==> config.mk <==
export PLATFORM = sky130hd
export DESIGN_NAME = shift_sequencer_flat
export DESIGN_NICKNAME = d
export VERILOG_FILES = /design/src/rtl/shift_sequencer_if.sv /design/src/rtl/shift_sequencer.sv /design/src/flat_wrapper.sv
export SDC_FILE = /design/constraint.sdc
export NUM_CORES = 1
export LEC_CHECK = 0
export ABC_AREA = 1
export CAP_MARGIN = 20
export CORE_MARGIN = 1
export CORE_UTILIZATION = 49
export CTS_BUF_LIST = sky130_fd_sc_hd__clkbuf_4
export CTS_CLUSTER_DIAMETER = 40
export DETAILED_ROUTE_END_ITERATION = 10
export DONT_BUFFER_PORTS = 1
export GPL_ROUTABILITY_DRIVEN = 0
export SYNTH_ARGS = -nofsm -noshare
export SYNTH_HDL_FRONTEND = slang
export SYNTH_SLANG_ARGS = --single-unit
==> constraint.sdc <==
create_clock -name i_clk -period 3.3 [get_ports i_clk]
set_input_delay 0.33 -clock i_clk [delete_from_list [all_inputs] [get_ports i_clk]]
set_output_delay 0.33 -clock i_clk [all_outputs]
set_load 0.02 [all_outputs]
==> src/rtl/shift_sequencer_if.sv <==
// Request port of shift_sequencer: a valid/ready handshake carrying the word, length and bit order.
interface shift_sequencer_if #(
    parameter int unsigned BITS  = 8,
    parameter int unsigned LEN_W = $clog2(BITS) + 1
);
    logic             req_valid;
    logic             req_ready;
    logic [BITS-1:0]  req_data;
    logic [LEN_W-1:0] req_len;
    logic             req_msb_first;

    modport master (
        output req_valid, req_data, req_len, req_msb_first,
        input  req_ready
    );

    modport slave (
        input  req_valid, req_data, req_len, req_msb_first,
        output req_ready
    );
endinterface

==> src/rtl/shift_sequencer.sv <==
// Serialises a parallel word onto o_bit, one bit per cycle, for a downstream shift_register.
// Optional even-parity trailer bit when SHIFT_SEQUENCER_PARITY_EN is defined.
module shift_sequencer #(
    parameter int unsigned BITS       = 8,
    parameter int unsigned GAP_CYCLES = 1
) (
    input  logic                i_clk,
    input  logic                i_rst,
    shift_sequencer_if.slave    io_req,
    output logic                o_bit,
    output logic                o_shift_en,
    output logic                o_right_nleft,
    output logic                o_busy,
    output logic                o_done
);

    localparam int unsigned LEN_W = $clog2(BITS) + 1;
    localparam int unsigned IDX_W = $clog2(BITS);
    localparam int unsigned GAP_W = (GAP_CYCLES > 1) ? $clog2(GAP_CYCLES) : 1;

    typedef enum logic [2:0] {
        ST_IDLE,
        ST_SHIFT,
`ifdef SHIFT_SEQUENCER_PARITY_EN
        ST_PAR,
`endif
        ST_DONE,
        ST_GAP
    } state_t;

    state_t            r_state;
    logic [BITS-1:0]   r_data;
    logic [LEN_W-1:0]  r_cnt;
    logic [IDX_W-1:0]  r_idx;
    logic [GAP_W-1:0]  r_gap;
    logic              r_dir;
    logic              r_bit;
    logic              r_shift_en;
    logic              r_busy;
    logic              r_done;

    state_t            w_state;
    logic [BITS-1:0]   w_data;
    logic [LEN_W-1:0]  w_cnt;
    logic [IDX_W-1:0]  w_idx;
    logic [GAP_W-1:0]  w_gap;
    logic              w_dir;
    logic              w_bit;
    logic              w_shift_en;
    logic              w_busy;
    logic              w_done;

    logic [LEN_W-1:0]  w_len_eff;
    logic [IDX_W-1:0]  w_first_idx;
    logic [IDX_W-1:0]  w_next_idx;
    logic              w_first_bit;
    logic              w_next_bit;

`ifdef SHIFT_SEQUENCER_PARITY_EN
    logic              r_par;
    logic              w_par;
`endif

    // Zero and over-range lengths both mean a full word.
    assign w_len_eff = (io_req.req_len == '0 || io_req.req_len > LEN_W'(BITS))
                       ? LEN_W'(BITS) : io_req.req_len;

    assign w_first_idx = io_req.req_msb_first ? IDX_W'(w_len_eff - LEN_W'(1)) : '0;
    assign w_first_bit = io_req.req_data[w_first_idx];
    assign w_next_idx  = r_dir ? (r_idx + IDX_W'(1)) : (r_idx - IDX_W'(1));
    assign w_next_bit  = r_data[w_next_idx];

    assign io_req.req_ready = (r_state == ST_IDLE);

    assign o_bit         = r_bit;
    assign o_shift_en    = r_shift_en;
    assign o_right_nleft = r_dir;
    assign o_busy        = r_busy;
    assign o_done        = r_done;

    // Next-state and next-output decode; outputs are registered from these values.
    always_comb begin
        w_state    = r_state;
        w_data     = r_data;
        w_cnt      = r_cnt;
        w_idx      = r_idx;
        w_gap      = r_gap;
        w_dir      = r_dir;
        w_bit      = 1'b0;
        w_shift_en = 1'b0;
        w_done     = 1'b0;
`ifdef SHIFT_SEQUENCER_PARITY_EN
        w_par      = r_par;
`endif

        case (r_state)
            ST_IDLE: begin
                if (io_req.req_valid) begin
                    w_state    = ST_SHIFT;
                    w_data     = io_req.req_data;
                    w_cnt      = w_len_eff - LEN_W'(1);
                    w_idx      = w_first_idx;
                    w_dir      = !io_req.req_msb_first;
                    w_bit      = w_first_bit;
                    w_shift_en = 1'b1;
`ifdef SHIFT_SEQUENCER_PARITY_EN
                    w_par      = w_first_bit;
`endif
                end
            end
            ST_SHIFT: begin
                // r_cnt counts bits still to send after the one currently on o_bit.
                if (r_cnt != '0) begin
                    w_cnt      = r_cnt - LEN_W'(1);
                    w_idx      = w_next_idx;
                    w_bit      = w_next_bit;
                    w_shift_en = 1'b1;
`ifdef SHIFT_SEQUENCER_PARITY_EN
                    w_par      = r_par ^ w_next_bit;
`endif
                end else begin
`ifdef SHIFT_SEQUENCER_PARITY_EN
                    w_state    = ST_PAR;
                    w_bit      = r_par;
                    w_shift_en = 1'b1;
`else
                    w_state    = ST_DONE;
                    w_done     = 1'b1;
`endif
                end
            end
`ifdef SHIFT_SEQUENCER_PARITY_EN
            ST_PAR: begin
                w_state = ST_DONE;
                w_done  = 1'b1;
            end
`endif
            ST_DONE: begin
                if (GAP_CYCLES > 0) begin
                    w_state = ST_GAP;
                    w_gap   = GAP_W'(GAP_CYCLES - 1);
                end else begin
                    w_state = ST_IDLE;
                end
            end
            ST_GAP: begin
                if (r_gap == '0) begin
                    w_state = ST_IDLE;
                end else begin
                    w_gap = r_gap - GAP_W'(1);
                end
            end
            default: begin
                w_state = ST_IDLE;
            end
        endcase

        w_busy = (w_state == ST_SHIFT) || (w_state == ST_DONE)
`ifdef SHIFT_SEQUENCER_PARITY_EN
                 || (w_state == ST_PAR)
`endif
                 ;
    end

    always_ff @(posedge i_clk) begin
        if (i_rst) begin
            r_state    <= ST_IDLE;
            r_data     <= '0;
            r_cnt      <= '0;
            r_idx      <= '0;
            r_gap      <= '0;
            r_dir      <= 1'b0;
            r_bit      <= 1'b0;
            r_shift_en <= 1'b0;
            r_busy     <= 1'b0;
            r_done     <= 1'b0;
`ifdef SHIFT_SEQUENCER_PARITY_EN
            r_par      <= 1'b0;
`endif
        end else begin
            r_state    <= w_state;
            r_data     <= w_data;
            r_cnt      <= w_cnt;
            r_idx      <= w_idx;
            r_gap      <= w_gap;
            r_dir      <= w_dir;
            r_bit      <= w_bit;
            r_shift_en <= w_shift_en;
            r_busy     <= w_busy;
            r_done     <= w_done;
`ifdef SHIFT_SEQUENCER_PARITY_EN
            r_par      <= w_par;
`endif
        end
    end

endmodule

==> src/flat_wrapper.sv <==
// flat-port wrapper written by rule: the top's interface ports become plain ports
module shift_sequencer_flat 
#(
    parameter int unsigned BITS       = 8,
    parameter int unsigned GAP_CYCLES = 1
)
  (i_clk, i_rst, o_bit, o_shift_en, o_right_nleft, o_busy, o_done, io_req_req_valid, io_req_req_data, io_req_req_len, io_req_req_msb_first, io_req_req_ready);
  shift_sequencer_if #(.BITS(BITS), .LEN_W((4))) io_req_i ();
  input  logic i_clk;
  input  logic i_rst;
  output logic o_bit;
  output logic o_shift_en;
  output logic o_right_nleft;
  output logic o_busy;
  output logic o_done;
  input wire logic [$bits(io_req_i.req_valid)-1:0] io_req_req_valid;
  input wire logic [$bits(io_req_i.req_data)-1:0] io_req_req_data;
  input wire logic [$bits(io_req_i.req_len)-1:0] io_req_req_len;
  input wire logic [$bits(io_req_i.req_msb_first)-1:0] io_req_req_msb_first;
  output wire logic [$bits(io_req_i.req_ready)-1:0] io_req_req_ready;
  assign io_req_i.req_valid = io_req_req_valid;
  assign io_req_i.req_data = io_req_req_data;
  assign io_req_i.req_len = io_req_req_len;
  assign io_req_i.req_msb_first = io_req_req_msb_first;
  assign io_req_req_ready = io_req_i.req_ready;
  shift_sequencer #(.BITS(BITS), .GAP_CYCLES(GAP_CYCLES)) u_core (.i_clk(i_clk), .i_rst(i_rst), .io_req(io_req_i), .o_bit(o_bit), .o_shift_en(o_shift_en), .o_right_nleft(o_right_nleft), .o_busy(o_busy), .o_done(o_done));
endmodule
Word level (Yosys, flattened, before mapping)
Cells that the tools add are included.
{"block": "word_totals", "wordCells": 63, "output_inout_bits": 6, "register_bits": 24, "in_bits": 16}
{"block": "op_classes", "n_reduce_logical": 11, "bitwise": 1, "magnitude_cmp": 3, "n_mux": 26, "add_sub_neg": 5, "n_eq_ne": 7}
{"operator": "$mux W3", "count": 7}
{"operator": "$mux W4", "count": 3}
{"operator": "$pmux W3 S4", "count": 1}
{"operator": "$eq A3 B2 Y1 const B", "count": 3}
{"operator": "$lt A3 B4 Y1 const B", "count": 2}
{"operator": "$mux W1", "count": 8}
{"operator": "$pmux W4 S2", "count": 1}
{"operator": "$sub A4 B1 Y4 const B", "count": 2}
{"operator": "$bmux W1 S3", "count": 2}
{"operator": "$eq A3 B1 Y1 const B", "count": 2}
{"operator": "$pmux W1 S2", "count": 3}
{"operator": "$pmux W3 S2", "count": 1}
{"operator": "$gt A4 B4 Y1 const B", "count": 1}
{"operator": "$logic_not A4 Y1", "count": 1}
{"operator": "$reduce_bool A2 Y1", "count": 2}
{"operator": "$reduce_bool A4 Y1", "count": 1}
{"operator": "$add A3 B1 Y3 const B", "count": 1}
{"operator": "$logic_not A3 Y1", "count": 1}
{"operator": "$reduce_and A3 Y1", "count": 1}
{"operator": "$sub A3 B1 Y3 const B", "count": 1}
{"operator": "$logic_or A1 B1 Y1", "count": 2}
{"operator": "$ne A2 B1 Y1 const B", "count": 1}
{"operator": "$ne A2 B2 Y1 const B", "count": 1}
{"operator": "$reduce_and A2 Y1", "count": 1}
{"operator": "other kinds (4)", "count": 4}

Depth between registers and ports, before layout
{"block": "depth", "depth_word": 9, "depth_mapped": 10, "depth_no_buf": 10}

Worst setup path after synthesis
OpenSTA, ideal clock, no wires.
{"block": "synth_path", "path_kind": "flip-flop to flip-flop", "from": "reg u_core.r_idx[0]", "to": "reg u_core.r_bit, in the netlist u_core.o_bit", "arrival_time_ns": 1.504, "path_stages_with_launch": 9, "setup_ns": 0.066, "synth_period_minus_slack_ns": 1.570, "slack_ns": 1.730, "n_path_buf": 0, "t_required_ns": 3.234, "cell_sequence": "dfxtp_1 > inv_1 > fa_1 > inv_1 > o211ai_1 > nand2_1 > nand3_1 > nand3_1 > a21oi_2"}
{"block": "synth_via", "elab_chain_cells": 6, "elab_cells_between_ends": 7, "classes_between": "add/sub (2); mux (5)"}
{"element": "from (decl)", "line": "shift_sequencer.sv:34", "rtl": "logic [IDX_W-1:0] r_idx;"}
{"element": "from (signal assigned)", "line": "shift_sequencer.sv:184", "rtl": "r_idx <= w_idx;"}
{"element": "$sub A3 B1 Y3 or $add A3 B1 Y3 (tied branches)", "line": "shift_sequencer.sv:70", "rtl": "assign w_next_idx = r_dir ? (r_idx + IDX_W'(1)) : (r_idx - IDX_W'(1));"}
{"element": "$mux W3 *", "line": "shift_sequencer.sv:70"}
{"element": "$bmux W1 S3 *", "line": "shift_sequencer.sv:71", "rtl": "assign w_next_bit = r_data[w_next_idx];"}
{"element": "$mux W1 (not written as such) *", "line": "shift_sequencer.sv:71"}
{"element": "$mux W1 *", "line": "shift_sequencer.sv:113", "rtl": "if (r_cnt != '0) begin"}
{"element": "$pmux W1 S2 *", "line": "shift_sequencer.sv:96", "rtl": "case (r_state)"}
{"element": "to (signal assigned)", "line": "shift_sequencer.sv:187", "rtl": "r_bit <= w_bit;"}
{"element": "to (decl)", "line": "shift_sequencer.sv:37", "rtl": "logic r_bit;"}
Every way passes the cells marked *; elsewhere a longest branch is shown, timed or not. The select of a mux whose other input is x is not followed.
A chain may end at the register's enable or synchronous reset.

Worst setup path after layout
{"block": "layout_path", "from": "reg u_core.r_state[1]", "to": "reg u_core.r_idx[2]"}
{"block": "layout_via", "elab_chain_cells": 3, "elab_cells_between_ends": 7, "classes_between": "eq/ne (3); mux (1); reduce/logical (3)"}
{"element": "from (decl)", "line": "shift_sequencer.sv:31", "rtl": "state_t r_state;"}
{"element": "from (signal assigned)", "line": "shift_sequencer.sv:181", "rtl": "r_state <= w_state;"}
{"element": "$logic_not A3 Y1 *"}
{"element": "via io_req_req_ready", "line": "flat_wrapper.sv:20", "rtl": "output wire logic [$bits(io_req_i.req_ready)-1:0] io_req_req_ready;"}
{"element": "$ne A2 B2 Y1 (no line) or $reduce_bool A2 Y1 (tied branches)"}
{"element": "$reduce_and A3 Y1 (no line)"}
Mark *: on every way through the listed nets, which the timed path passes. The rest lies on a longest branch.

==> metrics.cfg <==
[synth]
syn_avg_cell_area_um2=7.13
ys_types=33
seq_area_frac_synth=0.373
syn_inst=173
syn_nets=192
netlist_area_mm2=0.00123
ys_ff_latch=23
yosysWarningCount=0

[floorplanning]
die_w_um=52.2
initial_utilization=0.537
design.core.area_mm2=0.00230
die_height_um=52.2
ios=22
rows=17
die_area_mm2=0.00272

[route]
drt_pass1_iterations=4
drt_iter0_markers=33
vias=1039
drc=0
wirelength_um=2530
viasPerCell=5.25
drtAntennaViolNets=0
wl_per_cell_um=12.8

[power]
power_density_mw_per_mm2=449
p_leak_uw=0.000543
ir_drop_uv=259

[worst_hold_path]
hold-path-endpoint=u_core.r_data[6]
whs_path_depth=1
hold_class=in -> reg
min-delay-start=i_rst

[sta]
fin_crit_sh=0.528
finalSetupViolations=0
finalHoldViolations=0
max_freq_ghz=0.574
rsz0062_at_grt=false
fin_worst_skew_ns=0.00158
fin_setup_tns_ns=0
final-max-slew-violation-count=0
fin_crit_ns=1.74

[global_routing]
antenna_found_initial=0
grt_pass1_vias=986
grt_pass1_wl_um=4360
grt_max_degree=14
grt_usage=0.222
overflow=0

[cells_and_area]
nFillCells=236
area_growth_pct=0.305
diodes=0
final-instance-count-excl-fill=198
regArea_um2=460
multiInputGateArea_um2=627
final_nets=190
drive_gt1_frac=0.106

[clock_network]
cts.sinks=23
cts-root-buf=clkbuf_4
clock_latency_ns=0.31
cts_hold_buf=0
cts_tree=done
clk_pin_slew_worst_paths_ns=0.12
cts_resized=0
post_cts.repair.setup_buffers=0
htreeDepth=1
cts_buffer_depth=2
cts_buffers=3

[critical_path]
max_stage_delay_ns=0.42
required_ns=3.53
worstRegToRegCells=6
reg2reg_slack_ns=1.56
worst-setup-path-type=reg -> reg
start_kind=flip-flop
cp_cell_sequence=nor3_2, nand2_2, o21ai_2, o21ai_1, o21bai_1, inv_1
crit_path_max_fanout=11
rr_endpoint=u_core.r_idx[2]
cp-end-kind=flip-flop
cp.arrival_ns=1.97
startpoint=u_core.r_state[1]
reg2reg_from=u_core.r_state[1]
critPathSlowestCell=nor3_2

[status]
status=finished clean

[placement]
placed_cells=194
hpwl_um=1950
io_buffers=0

[flow_run]
maxCapViolations=0

## how the worst max path moves through the flow
stage | endpoint | slack [ns] | cells after the start
floorplan | u_core.o_bit | 1.73 | 8
global placement | u_core.r_idx[2] | 1.59 | 6
detailed placement | u_core.r_idx[2] | 1.55 | 6
CTS | u_core.r_idx[2] | 1.53 | 6
global route | u_core.r_idx[2] | 1.39 | 6
finish | u_core.r_idx[2] | 1.56 | 6
## synthesized netlist by cell type (all sizes together)
master / count / area, µm²
nand2: 43 / 166
dfxtp: 23 / 460
inv: 21 / 78.8
o21ai: 19 / 98.8
a21oi: 17 / 96.4
nand3: 15 / 80.1
nor2: 11 / 43.8
buf: 6 / 55.1
nor3: 3 / 25.0
ha: 2 / 25.0
o211ai: 2 / 15.0
a211oi: 1 / 7.51
a21o: 1 / 7.51
and3: 1 / 6.26
clkbuf: 1 / 3.75
clkinv: 1 / 8.76
conb: 1 / 3.75
fa: 1 / 20.0
o21bai: 1 / 7.51
or2: 1 / 6.26
xnor2: 1 / 8.76
xor2: 1 / 8.76
## report_power, final
group / leakage [µW] / internal, µW / switching, µW / total [µW]
clock: 0.0000177 / 45.4 / 84.8 / 130
combinational: 0.000336 / 42.6 / 71.1 / 114
sequential: 0.000189 / 295 / 16.4 / 312
total: 0.000543 / 383 / 172 / 556
## kinds of logic (layout without fill, tap and decap cells)
| kind of cell | after synthesis | after routing | share of synthesized area |
|---|---|---|---|
| compound gates | 41 | 41 | 0.189 |
| xor+xnor | 2 | 2 | 0.0142 |
| fa+ha+maj | 3 | 3 | 0.0365 |
| buf+inv | 29 | 26 | 0.119 |
| flops | 23 | 23 | 0.373 |
| other cells | 1 | 1 | 0.00304 |
| simple gates | 74 | 74 | 0.266 |
## final cells by class
type                            count  share of cell area
Clock buffer                        3              0.0182
Inverter                           22              0.0708
Clock inverter                      1             0.00404
Tap cell                           28              0.0283
Multi-Input combinational cell    121               0.507
Sequential cell                    23               0.372
## per-layer routing
metal | global-route usage | up-vias | part of all wire
met1 | 0.310 | 456 | 0.51
li1 | - | 554 | -
met2 | 0.340 | 25 | 0.44
met3 | 0.0377 | 4 | 0.043
met4 | 0.0789 | 0 | 0.012
met5 | 0 | - | 0
## critical path: cells and delay by family, from the launching register on
kind	cells	cell delay, ns
buffers and inverters	1	0.04
AND/OR/NAND/NOR	2	0.71
AO/OA/AOI/OAI	3	0.54
flip-flops	1	0.36
## per-stage QoR
step | instance area, µm² | hold WS (ns) | util | total power (µW) | setup WS (ns)
2_1_floorplan | 1230 | 0.430 | - | 419 | 1.73
6_report | 1240 | 0.0641 | 0.539 | 556 | 1.56
4_1_cts | 1240 | 0.0603 | 0.539 | 559 | 1.53
3_5_place_dp | 1210 | 0.403 | 0.527 | 433 | 1.55
3_3_place_gp | 1210 | 0.400 | 0.527 | 429 | 1.59
5_1_grt | 1240 | 0.0401 | 0.539 | 592 | 1.39
## state kept, by name, indices dropped and copies added (netlist names)
| name | count |
|---|---|
| u_core.r_cnt | 4 |
| u_core.r_state | 3 |
| u_core.o_busy | 1 |
| u_core.o_bit | 1 |
| u_core.r_idx | 3 |
| u_core.o_done | 1 |
| u_core.o_right_nleft | 1 |
| u_core.r_data | 8 |
| u_core.o_shift_en | 1 |
## cells in the final DEF (no fill, tap or decap)
cell / count
inv_2: 3
clkinv_2: 1
a211oi_1: 1
and3_1: 1
fa_1: 1
a21o_1: 1
nor3_1: 1
nand3_2: 1
nand2_1: 41
nor2_2: 1
a21oi_2: 3
dfxtp_1: 23
xor2_1: 1
nor2_1: 10
o21ai_0: 7
clkinv_4: 1
o21bai_1: 1
nand3_1: 14
inv_1: 18
nor3_2: 2
or2_0: 1
nand2_2: 2
o211ai_1: 2
a21oi_1: 14
conb_1: 1
xnor2_1: 1
ha_1: 2
o21ai_1: 11
clkbuf_4: 3
o21ai_2: 1
Note: power is estimated with default switching activity, not from simulation.
